## src/rtl/serial_subtractor_pkg.sv

```systemverilog
`default_nettype none
// ============================================================================
// Module   : serial_subtractor_pkg
// Purpose  : Shared state encoding, default width and counter sizing for the
//            bit-serial subtractor.
// Revision : 1.0 - initial release
// ============================================================================
package serial_subtractor_pkg;

    localparam int WIDTH_DEFAULT = 8;

    typedef enum logic [1:0] {
        IDLE  = 2'd0,
        SHIFT = 2'd1,
        DONE  = 2'd2
    } state_t;

    // Bit counter only has to reach WIDTH-1, so $clog2(WIDTH) bits suffice.
    function automatic int cnt_width(input int width);
        return ($clog2(width) < 1) ? 1 : $clog2(width);
    endfunction

endpackage
`default_nettype wire

```

## src/rtl/serial_subtractor_bit_cell.sv

```systemverilog
`default_nettype none
// ============================================================================
// Module   : sub_bit_cell
// Purpose  : Combinational 1-bit subtract cell: full adder on a, ~b, cin.
// Revision : 1.0 - initial release
// ============================================================================
module sub_bit_cell (
    input  logic a,
    input  logic b,
    input  logic cin,
    output logic s,
    output logic cout
);

    logic b_n;
    logic p;

    assign b_n  = ~b;
    assign p    = a ^ b_n;
    assign s    = p ^ cin;
    assign cout = (a & b_n) | (p & cin);

endmodule
`default_nettype wire

```

## src/rtl/serial_subtractor.sv

```systemverilog
`default_nettype none
// ============================================================================
// Module   : serial_subtractor
// Purpose  : Bit-serial A - B, LSB first, one registered full-adder cell.
//            SERIAL_SUBTRACTOR_OVF_EN enables the signed-overflow output.
// Revision : 1.0 - initial release
// ============================================================================
module serial_subtractor
    import serial_subtractor_pkg::*;
#(
    parameter int WIDTH = WIDTH_DEFAULT
) (
    input  logic             i_clk,
    input  logic             i_rst_n,
    input  logic             i_start,
    input  logic [WIDTH-1:0] i_switch_a,
    input  logic [WIDTH-1:0] i_switch_b,
    output logic             o_busy,
    output logic             o_done,
    output logic [WIDTH-1:0] o_diff,
    output logic             o_borrow,
    output logic             o_ovf
);

    localparam int               CNT_W    = cnt_width(WIDTH);
    localparam logic [CNT_W-1:0] CNT_LAST = CNT_W'(WIDTH - 1);
    localparam logic [CNT_W-1:0] CNT_ONE  = CNT_W'(1);

    state_t             state_q, state_d;
    logic [WIDTH-1:0]   sa_q, sa_d;
    logic [WIDTH-1:0]   sb_q, sb_d;
    // The final sum bit goes straight into the result, so the shift register
    // only ever needs to hold the first WIDTH-1 bits.
    logic [WIDTH-2:0]   diff_q, diff_d;
    logic               c_q, c_d;
    logic [CNT_W-1:0]   cnt_q, cnt_d;
    logic               busy_q, busy_d;
    logic               done_q, done_d;
    logic [WIDTH-1:0]   res_q, res_d;
    logic               borrow_q, borrow_d;

    logic               cell_s;
    logic               cell_cout;

    sub_bit_cell u_cell (
        .a    (sa_q[0]),
        .b    (sb_q[0]),
        .cin  (c_q),
        .s    (cell_s),
        .cout (cell_cout)
    );

    always_comb begin
        state_d  = state_q;
        sa_d     = sa_q;
        sb_d     = sb_q;
        diff_d   = diff_q;
        c_d      = c_q;
        cnt_d    = cnt_q;
        done_d   = 1'b0;
        res_d    = res_q;
        borrow_d = borrow_q;

        case (state_q)
            IDLE: begin
                if (i_start) begin
                    sa_d    = i_switch_a;
                    sb_d    = i_switch_b;
                    c_d     = 1'b1;
                    cnt_d   = '0;
                    state_d = SHIFT;
                end
            end
            SHIFT: begin
                sa_d   = {1'b0, sa_q[WIDTH-1:1]};
                sb_d   = {1'b0, sb_q[WIDTH-1:1]};
                diff_d = {cell_s, diff_q[WIDTH-2:1]};
                c_d    = cell_cout;
                if (cnt_q == CNT_LAST) begin
                    state_d  = DONE;
                    done_d   = 1'b1;
                    res_d    = {cell_s, diff_q};
                    borrow_d = ~cell_cout;
                end else begin
                    cnt_d = cnt_q + CNT_ONE;
                end
            end
            DONE: begin
                state_d = IDLE;
            end
            default: begin
                state_d = IDLE;
            end
        endcase

        busy_d = (state_d != IDLE);
    end

    always_ff @(posedge i_clk or negedge i_rst_n) begin
        if (!i_rst_n) begin
            state_q  <= IDLE;
            sa_q     <= '0;
            sb_q     <= '0;
            diff_q   <= '0;
            c_q      <= 1'b0;
            cnt_q    <= '0;
            busy_q   <= 1'b0;
            done_q   <= 1'b0;
            res_q    <= '0;
            borrow_q <= 1'b0;
        end else begin
            state_q  <= state_d;
            sa_q     <= sa_d;
            sb_q     <= sb_d;
            diff_q   <= diff_d;
            c_q      <= c_d;
            cnt_q    <= cnt_d;
            busy_q   <= busy_d;
            done_q   <= done_d;
            res_q    <= res_d;
            borrow_q <= borrow_d;
        end
    end

`ifdef SERIAL_SUBTRACTOR_OVF_EN
    logic ovf_q, ovf_d;

    // On the final SHIFT cycle c_q is the carry into the MSB.
    always_comb begin
        ovf_d = ovf_q;
        if ((state_q == SHIFT) && (cnt_q == CNT_LAST)) begin
            ovf_d = c_q ^ cell_cout;
        end
    end

    always_ff @(posedge i_clk or negedge i_rst_n) begin
        if (!i_rst_n) begin
            ovf_q <= 1'b0;
        end else begin
            ovf_q <= ovf_d;
        end
    end

    assign o_ovf = ovf_q;
`else
    assign o_ovf = 1'b0;
`endif

    assign o_busy   = busy_q;
    assign o_done   = done_q;
    assign o_diff   = res_q;
    assign o_borrow = borrow_q;

endmodule
`default_nettype wire
```

## config.mk

```make
export PLATFORM = sky130hd
export DESIGN_NAME = serial_subtractor
export DESIGN_NICKNAME = d
export VERILOG_FILES = /design/src/rtl/serial_subtractor_pkg.sv /design/src/rtl/serial_subtractor_bit_cell.sv /design/src/rtl/serial_subtractor.sv
export SDC_FILE = /design/constraint.sdc
export NUM_CORES = 1
export LEC_CHECK = 0
export CAP_MARGIN = 10
export CORE_MARGIN = 2
export CORE_UTILIZATION = 35
export CTS_BUF_LIST = sky130_fd_sc_hd__clkbuf_8 sky130_fd_sc_hd__clkbuf_16
export CTS_CLUSTER_DIAMETER = 80
export DETAILED_ROUTE_END_ITERATION = 10
export DONT_BUFFER_PORTS = 1
export PLACE_DENSITY_LB_ADDON = 0.25
export SYNTH_ARGS = -nofsm -noshare
export SYNTH_HDL_FRONTEND = slang
export SYNTH_SLANG_ARGS = --single-unit
```

## constraint.sdc

```tcl
create_clock -name i_clk -period 2.2 [get_ports i_clk]
set_input_delay 0.33 -clock i_clk [delete_from_list [all_inputs] [get_ports i_clk]]
set_output_delay 0.33 -clock i_clk [all_outputs]
set_load 0.01 [all_outputs]
```

==> results of run 1 <==
flip-flops by register name, summed over array words and instances, names as in the netlist, 2 cells and up:
register	cells
state_q	2
sa_q	8
o_diff	8
diff_q	7
sb_q	8
cnt_q	3
synth_stat cells:
cell type	number	area [sq um]
fa_1	1	20.0
a211oi_1	2	15.0
a22oi_1	1	7.51
buf_4	2	15.0
inv_1	21	78.8
nor2_1	12	45.0
dfrtp_1	40	1000
and3_1	3	18.8
mux2_2	16	180
nor2b_1	2	12.5
or4bb_1	1	11.3
buf_6	3	33.8
nand3b_1	1	7.51
conb_1	1	3.75
buf_2	5	25.0
o311ai_0	2	17.5
a222oi_1	12	120
nand2_1	2	7.51
a21oi_1	1	5.00
nor3b_1	2	15.0
clkbuf_1	1	3.75
nand4bb_1	1	11.3
o21bai_1	1	7.51
ha_1	2	25.0
nor4bb_1	2	20.0
nor4b_1	3	26.3
a211o_1	3	26.3
stage by stage:
step	power, mW	hold WS [ns]	utilization [%]	std cells	instance area (sq um)
floorplan	2.09	0.0344	-	143	1760
global placement	2.21	0.0354	37.5	203	1800
detailed placement	2.29	0.0355	37.5	203	1800
CTS	2.78	0.199	39.9	212	1910
global route	2.97	0.213	39.9	212	1910
finish	2.74	0.205	39.9	212	1910
logic make-up (layout without fill, tap and decap cells):
logic type	count (synthesis)	after routing	synth area share [%]
other cells	1	1	0.213
buf+inv	32	34	8.88
compound gates	22	22	11.3
flops	40	40	56.9
mux	16	16	10.2
fa+ha+maj	3	3	2.56
simple gates	29	29	9.95
how the worst max path moves through the flow:
stage,cells past startpoint,startpoint,slack [ns],endpoint
floorplan,5,cnt_q[0],0.65,o_borrow
global placement,4,cnt_q[0],0.45,o_diff[0]
detailed placement,4,cnt_q[0],0.33,o_diff[5]
CTS,4,cnt_q[0],0.33,o_diff[5]
global route,4,cnt_q[0],0.18,o_diff[5]
finish,4,cnt_q[0],0.35,o_diff[4]
what timing repair did:
| item | CTS | global route |
|---|---|---|
| setup buffers | 0 | 0 |
| hold endpoints to repair | 40 | 0 |
| hold buffers | 2 | 0 |
| endpoints found under the setup margin | 0 | 0 |
| resized for setup | 0 | 0 |
per-layer routing:
metal,GRT usage [%],vias to the layer above,wire [microns]
met3,8.03,5,347
met2,22.2,41,1700
met4,4.17,0,40
met1,15.4,562,1340
li1,-,506,-
met5,0,-,0
power by group through the flow:
stage	clock [mW]	combinational, mW	sequential (mW)
5_1_grt	0.523	1.04	1.40
4_1_cts	0.476	0.950	1.35
3_3_place_gp	0	0.865	1.35
6_report	0.458	0.933	1.35
3_5_place_dp	0	0.925	1.37
2_1_floorplan	0	0.812	1.28
area by class of cell:
class,instances,area (sq um),area share [%]
Sequential cell,40,1000,52.5
Clock inverter,2,12.5,0.656
Tap cell,67,83.8,4.39
Multi-Input combinational cell,71,603,31.6
Inverter,21,78.8,4.13
Timing Repair Buffer,6,60.1,3.15
Clock buffer,5,68.8,3.61
==> results.toml, run 1 <==
[outcome]
status = "completed"

[critical_path]
crit_top_cell = "ha_1"
crit_path_start_kind = "register"
worst_r2r_path_depth = 4
r2r_setup_slack_ns = 0.35
path_max_fanout = 11
reg2reg_from = "cnt_q[0]"
cp_num_buf_inv = 0
r2r-end = "o_diff[4]"
critPathTopFamily = "adder cells"
worstPathRequired_ns = 2.38
cp_cell_sequence = "ha_1, ha_1, nand3b_1, mux2_2"
max_stage_delay_ns = 0.45
crit_type = "reg -> reg"
crit_arrival_ns = 2.02
endpoint_kind = "register"
crit_slowest_cell = "nand3b_1"

[floorplan]
initial_utilization_pct = 36.8
fp.dieH_microns = 74.9
num_rows = 25
die_area_sq_um = 5610
die-width_microns = 74.9
design.core.area_sq_um = 4790
io_pins = 31

[worst_hold_path]
hold_class = "in -> reg"
min_to = "sb_q[7]"
min_from = "i_start"
holdPathStages = 1

[timing]
setup_ws_ns = 0.353
rsz0062_at_grt = "no"
finalClockSkew_ns = 0.00586
worstMarginPinSlew_ns = 0.556
drv_slew = 0
setup_violations = 0
fmax_mhz = 541
fin_crit_sh_pct = 84.0
relSlewSlack_pct = 62.8
period_minus_slack_ns = 1.85
finalHoldViolCount = 0
setup_tns_ns = 0

[placement]
place_ws_ns = 0.330
numPortBuffers = 0
dp_hpwl_microns = 2330
place.gp.congestion = 0.751

[clock_tree]
worstSkewPairLatency_ns = 0.29
cts.sinks = 40
path_clk_slew_ns = 0.07
htree_levels = 2
cts-root-buf = "clkbuf_8"
cts_tree = "built"
cts_buffer_depth = 2
cts-buffers-inserted = 5

[power]
pwr-share-clk_pct = 16.7
power.switching_mw = 0.935
p_seq_share_pct = 49.2
comb_power_share_pct = 34.1
p_int_mw = 1.80
p_per_area_nw_per_um2 = 1440
p_leak_nw = 0.887
peakVddDrop_uv = 625
swShare_pct = 34.1

[job]
maxCapViolCount = 0

[global_routing]
grt_max_degree = 41
grt_pass1_wl_microns = 5580
grt_pass1_vias = 1116
grt-ovfl-total = 0
antenna_found_initial = 0
grt_usage_pct = 13.8

[drt]
first_iter_violations = 130
routedWlPerCell_microns = 16.2
dr.pass1.iters = 6
drcViolationCount = 0
antenna_left = 0
wl_microns = 3430
vias_per_cell = 5.25
vias = 1114

[finish]
final_common_cell = "dfrtp_1"
syn_to_final_growth_pct = 8.39
drive_gt1_share_pct = 19.3
n_fill_cell = 486
diodes = 0
mostFrequentLayoutCells = "dfrtp_1 (40), inv_1 (21), mux2_2 (16)"
final_nets = 167

[logic_synthesis]
synthCells = 143
netlist_area_sq_um = 1760
synth_nets = 165
ys_seq_area_share_pct = 56.9
ys_ff_latch = 40
syn_avg_cell_area_sq_um = 12.3
synth_cell_types = 27
yosysWarnings = 0
(Power assumes the default switching activity.)
==> run 2, diff against run 1 <==
==> constraint.sdc (replaced) <==
create_clock -name i_clk -period 1.9 [get_ports i_clk]
set_input_delay 0.285 -clock i_clk [delete_from_list [all_inputs] [get_ports i_clk]]
set_output_delay 0.285 -clock i_clk [all_outputs]
set_load 0.01 [all_outputs]
==> results.toml, run 2 (same netlist as run 1, synthesis figures left out) <==
[clock_tree]
cts-buffers-inserted = 5
cts.sinks = 40
htree_levels = 2
cts_buffer_depth = 2
cts-root-buf = "clkbuf_8"
path_clk_slew_ns = 0.08
worstSkewPairLatency_ns = 0.29
ctsResizeCount = 0
cts_tree = "built"

[floorplan]
initial_utilization_pct = 36.8
die-width_microns = 74.9
io_pins = 31
design.core.area_sq_um = 4790
die_area_sq_um = 5610
num_rows = 25
fp.dieH_microns = 74.9

[global_routing]
grt_usage_pct = 13.5
antenna_found_initial = 0
grt_pass1_wl_microns = 5590
grt_pass1_vias = 1157
grt-ovfl-total = 0
grt_max_degree = 41

[critical_path]
worstPathRequired_ns = 2.08
crit_arrival_ns = 1.87
crit_path_start_kind = "register"
path_max_fanout = 11
endpoint_kind = "register"
crit_type = "reg -> reg"

[finish]
utilization_pct = 40.7
syn_to_final_growth_pct = 10.5
final_nets = 168
fin_cells = 214
mostFrequentLayoutCells = "dfrtp_1 (40), inv_1 (21), mux2_2 (16)"
n_fill_cell = 467
diodes = 0
regArea_sq_um = 1000
final_common_cell = "dfrtp_1"
drive_gt1_share_pct = 20.4
multiInputGateArea_sq_um = 603

[outcome]
status = "completed"

[timing]
worstMarginPinSlew_ns = 0.807
rsz0062_at_grt = "no"
fin_crit_sh_pct = 89.2
drv_slew = 0
finalClockSkew_ns = 0.00406
period_minus_slack_ns = 1.69
finalHoldViolCount = 0
whs_ns = 0.165
setup_tns_ns = 0
fmax_mhz = 590
relSlewSlack_pct = 46.1
setup_violations = 0

[drt]
antenna_left = 0
wl_microns = 3400
first_iter_violations = 85
dr.pass1.iters = 5
vias_per_cell = 5.12
routedWlPerCell_microns = 15.9
vias = 1095
drcViolationCount = 0

[power]
p_leak_nw = 0.904
comb_power_share_pct = 33.1
p_int_mw = 2.23
peakVddDrop_uv = 713
p_per_area_nw_per_um2 = 1710
pwr-share-clk_pct = 20.4
power_mw = 3.32
swShare_pct = 32.7
power.switching_mw = 1.09
p_seq_share_pct = 46.5

[placement]
numPortBuffers = 0
dp_hpwl_microns = 2310
dp.cells = 204
place.gp.congestion = 0.758

[job]
maxCapViolCount = 0

[worst_hold_path]
hold_class = "in -> reg"
run 2: stage by stage:
step | worst slack (ns) | cell area [sq um]
final | 0.205 | 1950
after global routing | 0.116 | 1950
after CTS | 0.208 | 1950
after detailed placement | 0.234 | 1800
after global placement | 0.307 | 1800
after floorplan | 0.351 | 1760
run 2: worst paths after layout:
kind / start / endpoint / slack, ns / cells past startpoint
max in group asynchronous: i_rst_n / sa_q[3] / 1.21 / 2
min in group asynchronous: i_rst_n / sa_q[7] / 0.49 / 2
max reg2reg: cnt_q[0] / o_diff[1] / 0.21 / 5
min reg2reg: diff_q[0] / o_diff[0] / 0.51 / 1
min: i_start / sa_q[7] / 0.17 / 1
max: cnt_q[0] / o_diff[1] / 0.21 / 5
run 2: worst max-delay path: stages (launching register included):
cell,delay [ns]
dfrtp_1,0.42
ha_1,0.22
ha_1,0.27
nand3b_1,0.12
buf_4,0.19
mux2_2,0.35
run 2: repair_timing:
action	in CTS	in global routing
setup buffers	0	0
hold endpoints to repair	40	0
hold buffers	2	0
run 2: power by group through the flow:
| stage | Sequential [mW] | Combinational [mW] | Clock [mW] |
|---|---|---|---|
| finish | 1.54 | 1.10 | 0.678 |
| floorplan | 1.48 | 0.941 | 0 |
| global route | 1.60 | 1.25 | 0.742 |
| global placement | 1.55 | 1.02 | 0 |
| detailed placement | 1.57 | 1.08 | 0 |
| CTS | 1.55 | 1.11 | 0.704 |
run 2: cell type report:
| type | count | share of cell area [%] |
|---|---|---|
| clock inverter | 3 | 2.19 |
| sequential | 40 | 51.4 |
| multi-input combinational | 71 | 31.0 |
| tap | 67 | 4.31 |
| timing repair buffer | 7 | 3.47 |
| inverter | 21 | 4.05 |
| clock buffer | 5 | 3.54 |
run 2: per-layer routing:
| layer | part of all wire, % | track usage (%) |
|---|---|---|
| met5 | 0 | 0 |
| met4 | 1.0 | 4.76 |
| met3 | 9.8 | 6.16 |
| met2 | 47 | 21.3 |
| met1 | 42 | 16.3 |
==> run 3, diff against run 2 <==
--- a/config.mk
+++ b/config.mk
@@ -12,6 +12,7 @@
 export CTS_CLUSTER_DIAMETER = 80
 export DETAILED_ROUTE_END_ITERATION = 10
 export DONT_BUFFER_PORTS = 1
+export GPL_TIMING_DRIVEN = 0
 export PLACE_DENSITY_LB_ADDON = 0.25
 export SYNTH_ARGS = -nofsm -noshare
 export SYNTH_HDL_FRONTEND = slang
==> results.toml, run 3 (same netlist as run 1, synthesis figures left out) <==
[outcome]
status = "completed"

[floorplan]
fp.dieH_microns = 74.9
die-width_microns = 74.9
die_area_sq_um = 5610
io_pins = 31
num_rows = 25
initial_utilization_pct = 36.8
design.core.area_sq_um = 4790

[placement]
dp_hpwl_microns = 2330
place.gp.congestion = 0.823
numPortBuffers = 0
place_ws_ns = 0.195

[finish]
mostFrequentLayoutCells = "dfrtp_1 (40), inv_1 (21), mux2_2 (16)"
syn_to_final_growth_pct = 11.1
diodes = 0
drive_gt1_share_pct = 22.4
final_nets = 174
final_common_cell = "dfrtp_1"
utilization_pct = 40.9

[power]
p_per_area_nw_per_um2 = 1640
p_seq_share_pct = 47.7
comb_power_share_pct = 36.1
power_mw = 3.20
p_leak_nw = 0.919
swShare_pct = 33.4
p_int_mw = 2.13
peakVddDrop_uv = 685
pwr-share-clk_pct = 16.1
power.switching_mw = 1.07

[timing]
setup_violations = 0
finalClockSkew_ns = 0.00332
finalHoldViolCount = 0
drv_slew = 0
fmax_mhz = 587
period_minus_slack_ns = 1.70
fin_crit_sh_pct = 89.7
setup_ws_ns = 0.196
rsz0062_at_grt = "no"
setup_tns_ns = 0

[clock_tree]
cts-root-buf = "clkbuf_8"
cts-buffers-inserted = 5
ctsResizeCount = 0
cts_buffer_depth = 2
path_clk_slew_ns = 0.07
cts.sinks = 40
cts_tree = "built"
htree_levels = 2
worstSkewPairLatency_ns = 0.28

[critical_path]
path_max_fanout = 10
worstPathRequired_ns = 2.07
worst_r2r_path_depth = 5
crit_type = "reg -> reg"
crit_slowest_cell = "dfrtp_1"
critPathTopFamily = "adder cells"
crit_top_cell = "ha_1"
cp_cell_sequence = "ha_1, ha_1, nand3b_1, buf_4, mux2_2"
endpoint_kind = "register"
endpoint = "o_borrow"
cp_num_buf_inv = 1
startpoint = "cnt_q[0]"
crit_arrival_ns = 1.87
max_stage_delay_ns = 0.42
r2r_setup_slack_ns = 0.20
cp.depth = 5
reg2reg_from = "cnt_q[0]"
crit_path_start_kind = "register"
r2r-end = "o_borrow"

[drt]
dr.pass1.iters = 4
vias_per_cell = 5.08
first_iter_violations = 105
vias = 1112
antenna_left = 0
routedWlPerCell_microns = 15.1
drcViolationCount = 0
wl_microns = 3300

[global_routing]
grt_pass1_wl_microns = 5330
grt_pass1_vias = 1191
grt_max_degree = 41
antenna_found_initial = 0
grt_usage_pct = 12.8
grt-ovfl-total = 0

[job]
maxCapViolCount = 0

[worst_hold_path]
hold_class = "in -> reg"
==> run 3: cell count changes in the layout (fill, tap and decap cells not counted) <==
cell and change:
buf_2 +5, buf_4 -3, bufinv_16 -1, buf_6 +3, clkbuf_1 +1
==> run 3: per-stage QoR <==
stage / hold slack, ns / instance area [sq um] / instances
after global placement: -0.00954 / 1840 / 210
after global routing: 0.166 / 1960 / 219
after CTS: 0.171 / 1960 / 219
final: 0.181 / 1960 / 219
after detailed placement: -0.00965 / 1840 / 210
after floorplan: -0.0106 / 1760 / 143
==> run 3: cell type report <==
type / count / area, sq um
plain buffers: 11 / 77.6
clock buffers: 5 / 68.8
clock inverters: 2 / 12.5
fillers: 474 / 2830
inverters: 21 / 78.8
multi-input cells: 71 / 603
flip-flops and latches: 40 / 1000
well taps: 67 / 83.8
repair buffers: 2 / 30.0
==> run 3: timing repair <==
action | 4_1_cts | 5_1_grt
buffers inserted | 0 | 0
endpoints found under the hold margin | 40 | 0
hold buffers | 2 | 0
==> run 3: metal layers <==
layer | up-vias | part of all wire, % | GRT usage, %
li1 | 522 | - | -
met1 | 547 | 47 | 16.8
met2 | 39 | 43 | 19.4
met3 | 4 | 7.9 | 4.95
met4 | 0 | 1.6 | 4.17
met5 | - | 0 | 0
==> run 3: power by group through the flow <==
stage / clock network (mW) / registers (mW) / logic [mW]
finish: 0.515 / 1.53 / 1.16
global route: 0.575 / 1.58 / 1.29
CTS: 0.540 / 1.53 / 1.17
detailed placement: 0 / 1.55 / 1.14
global placement: 0 / 1.53 / 1.09
floorplan: 0 / 1.48 / 0.941
==> run 3: how the worst min path moves through the flow <==
stage | startpoint | end | cells past startpoint
2_1_floorplan | i_rst_n | c_q | 0
3_3_place_gp | i_rst_n | sb_q[4] | 0
3_5_place_dp | i_rst_n | sb_q[4] | 0
4_1_cts | i_start | sa_q[7] | 1
5_1_grt | i_start | sa_q[7] | 1
6_report | i_start | sa_q[7] | 1
